## src/rtl/call_ret_seq_if.sv

```systemverilog
// Sequencer-side bundle: decoder request/feedback, register-file port,
// memory port and stack-pointer update.
interface call_ret_seq_if #(
    parameter int NREGS = 16,
    parameter int XLEN  = 32
);
    localparam int IDXW = $clog2(NREGS);

    logic [1:0]      mode_req;
    logic [XLEN-1:0] sp_in;
    logic            busy;
    logic [1:0]      state_mode;
    logic [7:0]      sc;
    logic [IDXW-1:0] rf_raddr;
    logic [XLEN-1:0] rf_rdata;
    logic [IDXW-1:0] rf_waddr;
    logic [XLEN-1:0] rf_wdata;
    logic            rf_we;
    logic            mem_req;
    logic            mem_we;
    logic [XLEN-1:0] mem_addr;
    logic [XLEN-1:0] mem_wdata;
    logic [XLEN-1:0] mem_rdata;
    logic            mem_ack;
    logic [XLEN-1:0] sp_out;
    logic            sp_we;
    logic            done;

    modport master (
        input  mode_req, sp_in, rf_rdata, mem_rdata, mem_ack,
        output busy, state_mode, sc, rf_raddr, rf_waddr, rf_wdata, rf_we,
               mem_req, mem_we, mem_addr, mem_wdata, sp_out, sp_we, done
    );

    modport slave (
        output mode_req, sp_in, rf_rdata, mem_rdata, mem_ack,
        input  busy, state_mode, sc, rf_raddr, rf_waddr, rf_wdata, rf_we,
               mem_req, mem_we, mem_addr, mem_wdata, sp_out, sp_we, done
    );
endinterface

```

## src/rtl/call_ret_seq.sv

```systemverilog
// CALL/RET register-file save/restore sequencer: moves NREGS words between the
// register file and a stack frame, one word per memory ack, then updates SP.
module call_ret_seq #(
    parameter int NREGS  = 16,
    parameter int XLEN   = 32,
    parameter int WBYTES = 4
) (
    input  logic          clk,
    input  logic          rst_n,
    call_ret_seq_if.master bus
);
    localparam int              IDXW    = $clog2(NREGS);
    localparam logic [XLEN-1:0] FRAME   = XLEN'(WBYTES * NREGS);
    localparam logic [XLEN-1:0] STRIDE  = XLEN'(WBYTES);
    localparam logic [7:0]      SC_LAST = 8'(NREGS - 1);

    typedef enum logic [1:0] {S_IDLE, S_XFER, S_DONE} state_t;

    state_t          state_q, state_d;
    logic [1:0]      mode_q, mode_d;
    logic [7:0]      sc_q, sc_d;
    logic [XLEN-1:0] base_q, base_d;
    logic            is_call;

    assign is_call        = (mode_q == 2'd1);
    assign bus.state_mode = mode_q;
    assign bus.sc         = sc_q;

    always_ff @(posedge clk or negedge rst_n) begin
        if (!rst_n) begin
            state_q <= S_IDLE;
            mode_q  <= 2'd0;
            sc_q    <= 8'd0;
            base_q  <= '0;
        end else begin
            state_q <= state_d;
            mode_q  <= mode_d;
            sc_q    <= sc_d;
            base_q  <= base_d;
        end
    end

    always_comb begin
        state_d       = state_q;
        mode_d        = mode_q;
        sc_d          = sc_q;
        base_d        = base_q;
        bus.busy      = 1'b0;
        bus.rf_raddr  = '0;
        bus.rf_waddr  = '0;
        bus.rf_wdata  = '0;
        bus.rf_we     = 1'b0;
        bus.mem_req   = 1'b0;
        bus.mem_we    = 1'b0;
        bus.mem_addr  = '0;
        bus.mem_wdata = '0;
        bus.sp_out    = '0;
        bus.sp_we     = 1'b0;
        bus.done      = 1'b0;

        case (state_q)
            S_IDLE: begin
                if (bus.mode_req == 2'd1 || bus.mode_req == 2'd2) begin
                    mode_d  = bus.mode_req;
                    // CALL pushes a fresh frame below SP; RET pops the frame at SP.
                    base_d  = (bus.mode_req == 2'd1) ? (bus.sp_in - FRAME) : bus.sp_in;
                    state_d = S_XFER;
                end
            end
            S_XFER: begin
                bus.busy     = 1'b1;
                bus.mem_req  = 1'b1;
                bus.mem_addr = base_q + XLEN'(sc_q) * STRIDE;
                if (is_call) begin
                    bus.mem_we    = 1'b1;
                    bus.rf_raddr  = sc_q[IDXW-1:0];
                    bus.mem_wdata = bus.rf_rdata;
                end else begin
                    bus.rf_waddr = sc_q[IDXW-1:0];
                    bus.rf_wdata = bus.mem_rdata;
                    bus.rf_we    = bus.mem_ack;
                end
                if (bus.mem_ack) begin
                    sc_d = sc_q + 8'd1;
                    if (sc_q == SC_LAST) begin
                        state_d = S_DONE;
                    end
                end
            end
            S_DONE: begin
                bus.busy   = 1'b1;
                bus.done   = 1'b1;
                bus.sp_we  = 1'b1;
                bus.sp_out = is_call ? base_q : (base_q + FRAME);
                state_d    = S_IDLE;
                sc_d       = 8'd0;
                mode_d     = 2'd0;
            end
            default: begin
                state_d = S_IDLE;
                sc_d    = 8'd0;
                mode_d  = 2'd0;
            end
        endcase
    end
endmodule

```

## src/flat_wrapper.sv

```systemverilog
// flat-port wrapper written by rule: the top's interface ports become plain ports
module call_ret_seq_flat 
#(
    parameter int NREGS  = 16,
    parameter int XLEN   = 32,
    parameter int WBYTES = 4
)
  (clk, rst_n, bus_mode_req, bus_sp_in, bus_rf_rdata, bus_mem_rdata, bus_mem_ack, bus_busy, bus_state_mode, bus_sc, bus_rf_raddr, bus_rf_waddr, bus_rf_wdata, bus_rf_we, bus_mem_req, bus_mem_we, bus_mem_addr, bus_mem_wdata, bus_sp_out, bus_sp_we, bus_done);
  call_ret_seq_if #(.NREGS(NREGS), .XLEN(XLEN)) bus_i ();
  input  logic clk;
  input  logic rst_n;
  input wire logic [$bits(bus_i.mode_req)-1:0] bus_mode_req;
  input wire logic [$bits(bus_i.sp_in)-1:0] bus_sp_in;
  input wire logic [$bits(bus_i.rf_rdata)-1:0] bus_rf_rdata;
  input wire logic [$bits(bus_i.mem_rdata)-1:0] bus_mem_rdata;
  input wire logic [$bits(bus_i.mem_ack)-1:0] bus_mem_ack;
  output wire logic [$bits(bus_i.busy)-1:0] bus_busy;
  output wire logic [$bits(bus_i.state_mode)-1:0] bus_state_mode;
  output wire logic [$bits(bus_i.sc)-1:0] bus_sc;
  output wire logic [$bits(bus_i.rf_raddr)-1:0] bus_rf_raddr;
  output wire logic [$bits(bus_i.rf_waddr)-1:0] bus_rf_waddr;
  output wire logic [$bits(bus_i.rf_wdata)-1:0] bus_rf_wdata;
  output wire logic [$bits(bus_i.rf_we)-1:0] bus_rf_we;
  output wire logic [$bits(bus_i.mem_req)-1:0] bus_mem_req;
  output wire logic [$bits(bus_i.mem_we)-1:0] bus_mem_we;
  output wire logic [$bits(bus_i.mem_addr)-1:0] bus_mem_addr;
  output wire logic [$bits(bus_i.mem_wdata)-1:0] bus_mem_wdata;
  output wire logic [$bits(bus_i.sp_out)-1:0] bus_sp_out;
  output wire logic [$bits(bus_i.sp_we)-1:0] bus_sp_we;
  output wire logic [$bits(bus_i.done)-1:0] bus_done;
  assign bus_i.mode_req = bus_mode_req;
  assign bus_i.sp_in = bus_sp_in;
  assign bus_i.rf_rdata = bus_rf_rdata;
  assign bus_i.mem_rdata = bus_mem_rdata;
  assign bus_i.mem_ack = bus_mem_ack;
  assign bus_busy = bus_i.busy;
  assign bus_state_mode = bus_i.state_mode;
  assign bus_sc = bus_i.sc;
  assign bus_rf_raddr = bus_i.rf_raddr;
  assign bus_rf_waddr = bus_i.rf_waddr;
  assign bus_rf_wdata = bus_i.rf_wdata;
  assign bus_rf_we = bus_i.rf_we;
  assign bus_mem_req = bus_i.mem_req;
  assign bus_mem_we = bus_i.mem_we;
  assign bus_mem_addr = bus_i.mem_addr;
  assign bus_mem_wdata = bus_i.mem_wdata;
  assign bus_sp_out = bus_i.sp_out;
  assign bus_sp_we = bus_i.sp_we;
  assign bus_done = bus_i.done;
  call_ret_seq #(.NREGS(NREGS), .XLEN(XLEN), .WBYTES(WBYTES)) u_core (.clk(clk), .rst_n(rst_n), .bus(bus_i));
endmodule
```

## config.mk

```make
export PLATFORM = sky130hd
export DESIGN_NAME = call_ret_seq_flat
export DESIGN_NICKNAME = d
export VERILOG_FILES = /design/src/rtl/call_ret_seq_if.sv /design/src/rtl/call_ret_seq.sv /design/src/flat_wrapper.sv
export SDC_FILE = /design/constraint.sdc
export NUM_CORES = 1
export LEC_CHECK = 0
export BUFFER_PORTS_ARGS = -buffer_cell sky130_fd_sc_hd__buf_2
export CORE_ASPECT_RATIO = 0.9
export CORE_MARGIN = 5
export CORE_UTILIZATION = 49
export CTS_CLUSTER_SIZE = 28
export DETAILED_ROUTE_END_ITERATION = 8
export PLACE_DENSITY = 0.84
export SYNTH_ARGS = -nofsm -noshare
export SYNTH_HDL_FRONTEND = slang
export SYNTH_SLANG_ARGS = --single-unit
```

## constraint.sdc

```tcl
create_clock -name clk -period 4.5 [get_ports clk]
set_input_delay 0.9 -clock clk [delete_from_list [all_inputs] [get_ports clk]]
set_output_delay 0.9 -clock clk [all_outputs]
set_load 0.005 [all_outputs]
```

==> results of run 1 <==
layout by cell type (no fill, tap or decap), drive strengths merged, types with 11 or more instances in the layout:
master  synthesis  final
xnor2          35     35
buf             6    255
nand2          56     56
o21ai          46     46
nor2           30     30
dfrtp          44     44
and3           42     42
nand4          11     11
inv            16     16
ha             15     15
nand3          21     21
nor3           21     21
xor2           18     18
and2           67     67
nor4           15     15
a21oi          23     23
metal layers:
| layer | GRT usage [%] | vias up |
|---|---|---|
| li1 | - | 2563 |
| met1 | 34.8 | 2492 |
| met2 | 48.2 | 247 |
| met3 | 5.02 | 22 |
| met4 | 5.80 | 0 |
| met5 | 0 | - |
logic make-up (layout without fill, tap and decap cells):
| kind of cell | count (synthesis) | in the layout | synth area share [%] |
|---|---|---|---|
| XOR/XNOR | 53 | 53 | 10.2 |
| AO/OA/AOI/OAI | 107 | 107 | 14.1 |
| adder cells (fa/ha/maj) | 16 | 16 | 4.56 |
| AND/OR/NAND/NOR | 311 | 311 | 38.4 |
| multiplexers | 14 | 14 | 3.24 |
| buffers and inverters | 63 | 280 | 5.36 |
| flip-flops | 44 | 44 | 24.2 |
worst max-delay path by stage:
stage / from / endpoint / slack [ns]
5_1_grt: u_core.bus.sc[1]$_DFFE_PN0P_ / bus_mem_addr[29] / 0.11
6_report: u_core.bus.sc[1]$_DFFE_PN0P_ / bus_mem_addr[29] / 0.42
4_1_cts: u_core.bus.sc[1]$_DFFE_PN0P_ / bus_mem_addr[29] / 0.46
3_3_place_gp: u_core.bus.sc[1]$_DFFE_PN0P_ / bus_mem_addr[29] / 0.90
3_5_place_dp: u_core.bus.sc[1]$_DFFE_PN0P_ / bus_mem_addr[29] / 0.81
2_1_floorplan: u_core.bus.sc[0]$_DFFE_PN0P_ / bus_mem_addr[28] / 1.43
area by class of cell:
type	instances	area share [%]
clock buffers	7	1.62
inverters	17	1.07
multi-input cells	501	54.1
flip-flops and latches	44	18.5
well taps	122	2.57
repair buffers	255	21.6
clock inverters	1	0.505
stage by stage:
stage,utilization (%),setup slack (ns)
2_1_floorplan,-,1.43
3_3_place_gp,64.0,0.903
3_5_place_dp,64.0,0.807
4_1_cts,65.4,0.464
5_1_grt,65.4,0.107
6_report,65.4,0.424
report_power, final:
group | switching [µW] | total, µW | internal [µW]
Sequential | 313 | 866 | 553
Combinational | 798 | 1460 | 661
Clock | 138 | 334 | 196
Total | 1250 | 2660 | 1410
registers in the layout, indices dropped and copies added, names as in the netlist:
name and cells:
u_core.base_q 32, u_core.bus.sc 8, u_core.bus.state_mode 2, u_core.state_q 2
worst reg2reg max path, stage by stage, from the launching register on:
cell	delay, ns
dfrtp_1	0.42
inv_1	0.09
ha_1	0.55
nand2b_2	0.66
mux2_2	0.50
==> results.cfg, run 1 <==
[worst_setup_path]
worstSetupStartpointType = flop
family_with_the_most_delay_on_the_worst_path = compound AO/OA/AOI/OAI gates
arrival_ns = 3.18
timing.critical_path.to_type = primary output
delay_contributed_by_the_slowest_stage_of_the_critical_path_ns = 0.97
crit_top_cell = a21oi_1
reg2reg_to = u_core.base_q[0]$_DFFE_PN0P_
path_max_fanout = 21
cp_slowest_cell = a21oi_1
path_depth = 7
crit-reg2reg-launch = u_core.state_q[0]$_DFFE_PN0P_
crit_type = reg2out
r2r_setup_slack_ns = 2.17
timing.critical_path.buf_inv = 1
worst_ep_required_time_ns = 3.60
critical_path.cell_chain = ha_1 -> a211oi_1 -> o31ai_1 -> a21oi_1 -> o21ai_0 -> a21oi_1 -> buf_2
reg2reg_depth = 4

[place]
hpwlAfterDp_um = 12800
portBuffers = 252
placed_cells = 939
finalWeightedCongestion = 0.936
detailed_place.area_mm2 = 0.00581

[route]
totalWireLength_um = 16000
detail_route.vias_per_cell = 5.62
dr.max_layer_used = met4
first_pass_iters = 7
vias = 5324
drt_drc_violations_left = 0
wl_met2_um = 7890
drt-initial-drc-count = 335
post_drt_wl_per_cell_um = 16.9
final_antenna_net_count = 0
wl_met3_um = 1300
routedLengthMet1_um = 6570

[global_route]
via_count_of_the_first_global_routing_pass = 5050
track_usage_pct = 27.1
grt_max_degree = 62
wire_length_of_the_first_global_routing_pass_um = 25400
grt_antenna_before_repair = 0
gr-total-overflow = 0

[cts]
cts_inserted_buffers = 5
cts_post_setup_buffers_inserted = 0
tritoncts_clock_tree = built
ctsLongestPathBuffers = 2
clkLatencyLatePin_ns = 0.30
cts_root_buf = clkbuf_8
cts.reportedPaths.clkPinSlew_ns = 0.09
cts_resized = 0
post_cts_hold_fix_bufs = 0
cts.sinks = 44
htree_levels = 2

[timing]
final_hold_viol_count = 0
max-slew-margin-rel_pct = 19.1
number_of_max_slew_violations_in_the_final_report = 0
fin_hold_ws_ns = 0.541
period_needed_ns = 4.08
maxClockFrequency_mhz = 245
max_slew.worst_pin.slew_ns = 1.21
rsz0062_at_grt = no
setup_viol = 0
final.setup_skew_ns = 0.00956
final_min_period_over_clock_period_pct = 90.6
finalSetupTns_ns = 0

[worst_hold_path]
hold_path_class = reg2reg
worst_hold_path.endpoint = u_core.base_q[31]$_DFFE_PN0P_
timing.hold.worst.start = u_core.base_q[31]$_DFFE_PN0P_
min_path_cells = 2

[pwr]
power.static_leakage_uw = 0.00309
worst_ir_drop_vdd_uv = 276
power_density_mw_per_mm2 = 448
design_power_total_uw = 2660

[cells_and_area]
regArea_mm2 = 0.00110
post-route-cell-area_mm2 = 0.00594
synthToLayoutAreaGrowth_pct = 30.5
fill_cells = 795
stdcell_count = 947
n_antenna_cell = 0
post_route_cells_drive_above_1_share_pct = 34.1
final_net_count = 941
multi_input_area_mm2 = 0.00321

[floorplan]
i_o_pin_count = 253
design.die.area_mm2 = 0.0113
std_cell_rows = 33
die_height_um = 101
initial_utilization_pct = 50.1
die_width_um = 112
placeableCoreArea_mm2 = 0.00908

[job]
max_cap_viol = 0

[yosys]
postSynthAreaPerCell_um2 = 7.49
yosysTopAreaCellShare_pct = 24.2
syn_area_mm2 = 0.00455
synth-edff-count = 0
leading_cell_type_by_number_of_instances_after_synthesis = and2_1
synth.largest_area_cell = dfrtp_1
postSynthNetCount = 725
ys.flop_type = dfrtp_1
synth.lib_cells_used.distinct = 55
post_synth_inst_count = 608
synth_seq_area_share_pct = 24.2
ys_ff_latch = 44
count_of_synthesis_stage_warnings_from_yosys = 0
synthTopCellsByCount = and2_1 (67), nand2_1 (56), o21ai_0 (46), dfrtp_1 (44), and3_1 (42)
async_flop_share_pct = 100
netlist_top_cells_area = dfrtp_1 (24%), and2_1 (9.2%), xnor2_1 (6.7%), and3_1 (5.8%), o21ai_0 (5.1%)

[outcome]
run_status = finished clean
Note: power is estimated with default switching activity, not from simulation.
==> run 2, diff against run 1 <==
--- a/config.mk
+++ b/config.mk
@@ -5,10 +5,11 @@
 export SDC_FILE = /design/constraint.sdc
 export NUM_CORES = 1
 export LEC_CHECK = 0
+export ABC_AREA = 1
 export BUFFER_PORTS_ARGS = -buffer_cell sky130_fd_sc_hd__buf_2
 export CORE_ASPECT_RATIO = 0.9
 export CORE_MARGIN = 5
-export CORE_UTILIZATION = 49
+export CORE_UTILIZATION = 50
 export CTS_CLUSTER_SIZE = 28
 export DETAILED_ROUTE_END_ITERATION = 8
 export PLACE_DENSITY = 0.84
==> results.cfg, run 2 <==
[route]
final_antenna_net_count = 0
drt_drc_violations_left = 0
totalWireLength_um = 17500
detail_route.vias_per_cell = 5.05
first_pass_iters = 5
vias = 6412
drt-initial-drc-count = 419
post_drt_wl_per_cell_um = 13.8

[floorplan]
i_o_pin_count = 253
placeableCoreArea_mm2 = 0.00974
initial_utilization_pct = 51.4
std_cell_rows = 34
die_width_um = 115
die_height_um = 105
design.die.area_mm2 = 0.0121

[place]
detailed_place.area_mm2 = 0.00634
hpwlAfterDp_um = 14300
portBuffers = 252
finalWeightedCongestion = 0.966

[worst_hold_path]
hold_path_class = reg2reg

[cells_and_area]
layout.cells.most_common_list = nand2_1 (253), buf_2 (252), nor2_1 (196)
n_antenna_cell = 0
multi_input_area_mm2 = 0.00327
final_net_count = 1260
synthToLayoutAreaGrowth_pct = 28.9
largest_register_ff_count = 32
post-route-cell-area_mm2 = 0.00645
largest-register = u_core.base_q
mostFrequentLayoutCell = nand2_1
fill_cells = 976
regArea_mm2 = 0.00110
post_route_cells_drive_above_1_share_pct = 25.5

[yosys]
ys_ff_latch = 44
ys.flop_type = dfrtp_1
synth.largest_area_cell = dfrtp_1
postSynthNetCount = 1023
count_of_synthesis_stage_warnings_from_yosys = 0
async_flop_share_pct = 100
synth-edff-count = 0
syn_area_mm2 = 0.00500
synthTopCellsByCount = nand2_1 (253), nor2_1 (196), inv_1 (128), nand3_1 (66), o21ai_0 (45)
synth.lib_cells_used.distinct = 40
post_synth_inst_count = 906
netlist_top_cells_area = dfrtp_1 (22%), nand2_1 (19%), nor2_1 (15%), inv_1 (9.6%), nand3_1 (6.6%)
synth_seq_area_share_pct = 22.0
postSynthAreaPerCell_um2 = 5.52
yosysTopAreaCellShare_pct = 22.0
leading_cell_type_by_number_of_instances_after_synthesis = nand2_1

[global_route]
track_usage_pct = 28.6
grt_antenna_before_repair = 0
grt_max_degree = 45
gr-total-overflow = 0
wire_length_of_the_first_global_routing_pass_um = 28400
via_count_of_the_first_global_routing_pass = 5869

[worst_setup_path]
timing.critical_path.to_type = primary output
cp_slowest_cell = dfrtp_1
arrival_ns = 2.46
critical_path.cell_chain = ha_1 -> inv_1 -> fa_1 -> inv_1 -> nand3_1 -> nand3_1 -> nand3_1 -> nand2_1 -> o21ai_0 -> a21oi_1 -> buf_2
delay_contributed_by_the_slowest_stage_of_the_critical_path_ns = 0.43
worstSetupStartpointType = flop
family_with_the_most_delay_on_the_worst_path = adder cells
path_max_fanout = 6
worst_ep_required_time_ns = 3.60
crit_type = reg2out
crit_top_cell = nand3_1
timing.critical_path.buf_inv = 3

[pwr]
worst_ir_drop_vdd_uv = 276
net-switching-power_uw = 1580
seq_power_share_pct = 28.5
clock_network_fraction_of_total_power_pct = 10.3
design_power_total_uw = 2950
combinationalPowerShare_pct = 61.2
internal-power_uw = 1370
switching_share_pct = 53.5
power_density_mw_per_mm2 = 457
power.static_leakage_uw = 0.00380

[timing]
max-slew-margin-rel_pct = 26.8
final_hold_viol_count = 0
max_slew.worst_pin.slew_ns = 1.10
setup_viol = 0
finalSetupTns_ns = 0
final.setup_skew_ns = 0.0120
number_of_max_slew_violations_in_the_final_report = 0
rsz0062_at_grt = no
final_min_period_over_clock_period_pct = 74.6
maxClockFrequency_mhz = 298
period_needed_ns = 3.36

[cts]
cts_resized = 0
cts.reportedPaths.clkPinSlew_ns = 0.09
cts_root_buf = clkbuf_8
cts_inserted_buffers = 5
ctsLongestPathBuffers = 2
cts_post_setup_buffers_inserted = 0
cts.sinks = 44
tritoncts_clock_tree = built
htree_levels = 2
post_cts_hold_fix_bufs = 0
clkLatencyLatePin_ns = 0.30

[outcome]
run_status = finished clean

[job]
max_cap_viol = 0
[run 2: power by group through the flow]
stage / combinational [µW] / clock [µW] / sequential, µW
final: 1800 / 304 / 840
after global routing: 2050 / 326 / 869
after global placement: 1770 / 0 / 824
after detailed placement: 1790 / 0 / 832
after floorplan: 1180 / 0 / 721
after CTS: 1810 / 304 / 825
[run 2: cell type report]
class | count | share of cell area, %
multi-input combinational | 698 | 50.8
timing repair buffer | 256 | 20.0
sequential | 44 | 17.1
inverter | 138 | 8.03
tap | 126 | 2.44
clock buffer | 6 | 1.13
clock inverter | 2 | 0.543
[run 2: per-layer routing]
metal	vias to the layer above	share of wire, %	wire length (µm)	global-route usage [%]
li1	3314	-	-	-
met1	2801	44	7740	40.6
met2	271	45	7860	45.4
met3	26	9.1	1590	4.51
met4	0	1.9	336	7.29
met5	-	0	0	0
[run 2: cell families (layout without fill, tap and decap cells)]
family | count (synthesis) | in the layout | share of synthesized area, %
AND/OR/NAND/NOR | 569 | 569 | 48.0
buffers and inverters | 164 | 402 | 12.6
flip-flops | 44 | 44 | 22.0
AO/OA/AOI/OAI | 97 | 97 | 10.5
adder cells (fa/ha/maj) | 16 | 16 | 4.15
XOR/XNOR | 16 | 16 | 2.80
[run 2: worst min-delay path: stages (launching register included)]
cell and delay [ns]:
dfrtp_1 0.38, nand2_1 0.06, nand2_1 0.05
[run 2: metrics by stage]
step	std cells	worst slack [ns]	hold WS (ns)	utilization, %
after floorplan	906	1.85	0.464	-
final	1270	1.14	0.515	66.2
after global routing	1270	0.938	0.534	66.2
after global placement	1262	1.56	0.478	65.1
after CTS	1270	1.16	0.511	66.2
after detailed placement	1262	1.48	0.491	65.1
[run 2: path summary, 6_finish.rpt]
check,start,to,slack [ns],cells past startpoint
setup / recovery,u_core.bus.sc[0]$_DFFE_PN0P_,bus_mem_addr[10],1.14,11
hold / removal,u_core.base_q[1]$_DFFE_PN0P_,u_core.base_q[1]$_DFFE_PN0P_,0.52,2
setup reg to reg,u_core.state_q[0]$_DFFE_PN0P_,u_core.base_q[11]$_DFFE_PN0P_,2.06,8
hold reg to reg,u_core.base_q[1]$_DFFE_PN0P_,u_core.base_q[1]$_DFFE_PN0P_,0.52,2
max in group asynchronous,rst_n,u_core.base_q[10]$_DFFE_PN0P_,3.10,1
min in group asynchronous,rst_n,u_core.base_q[22]$_DFFE_PN0P_,0.77,1
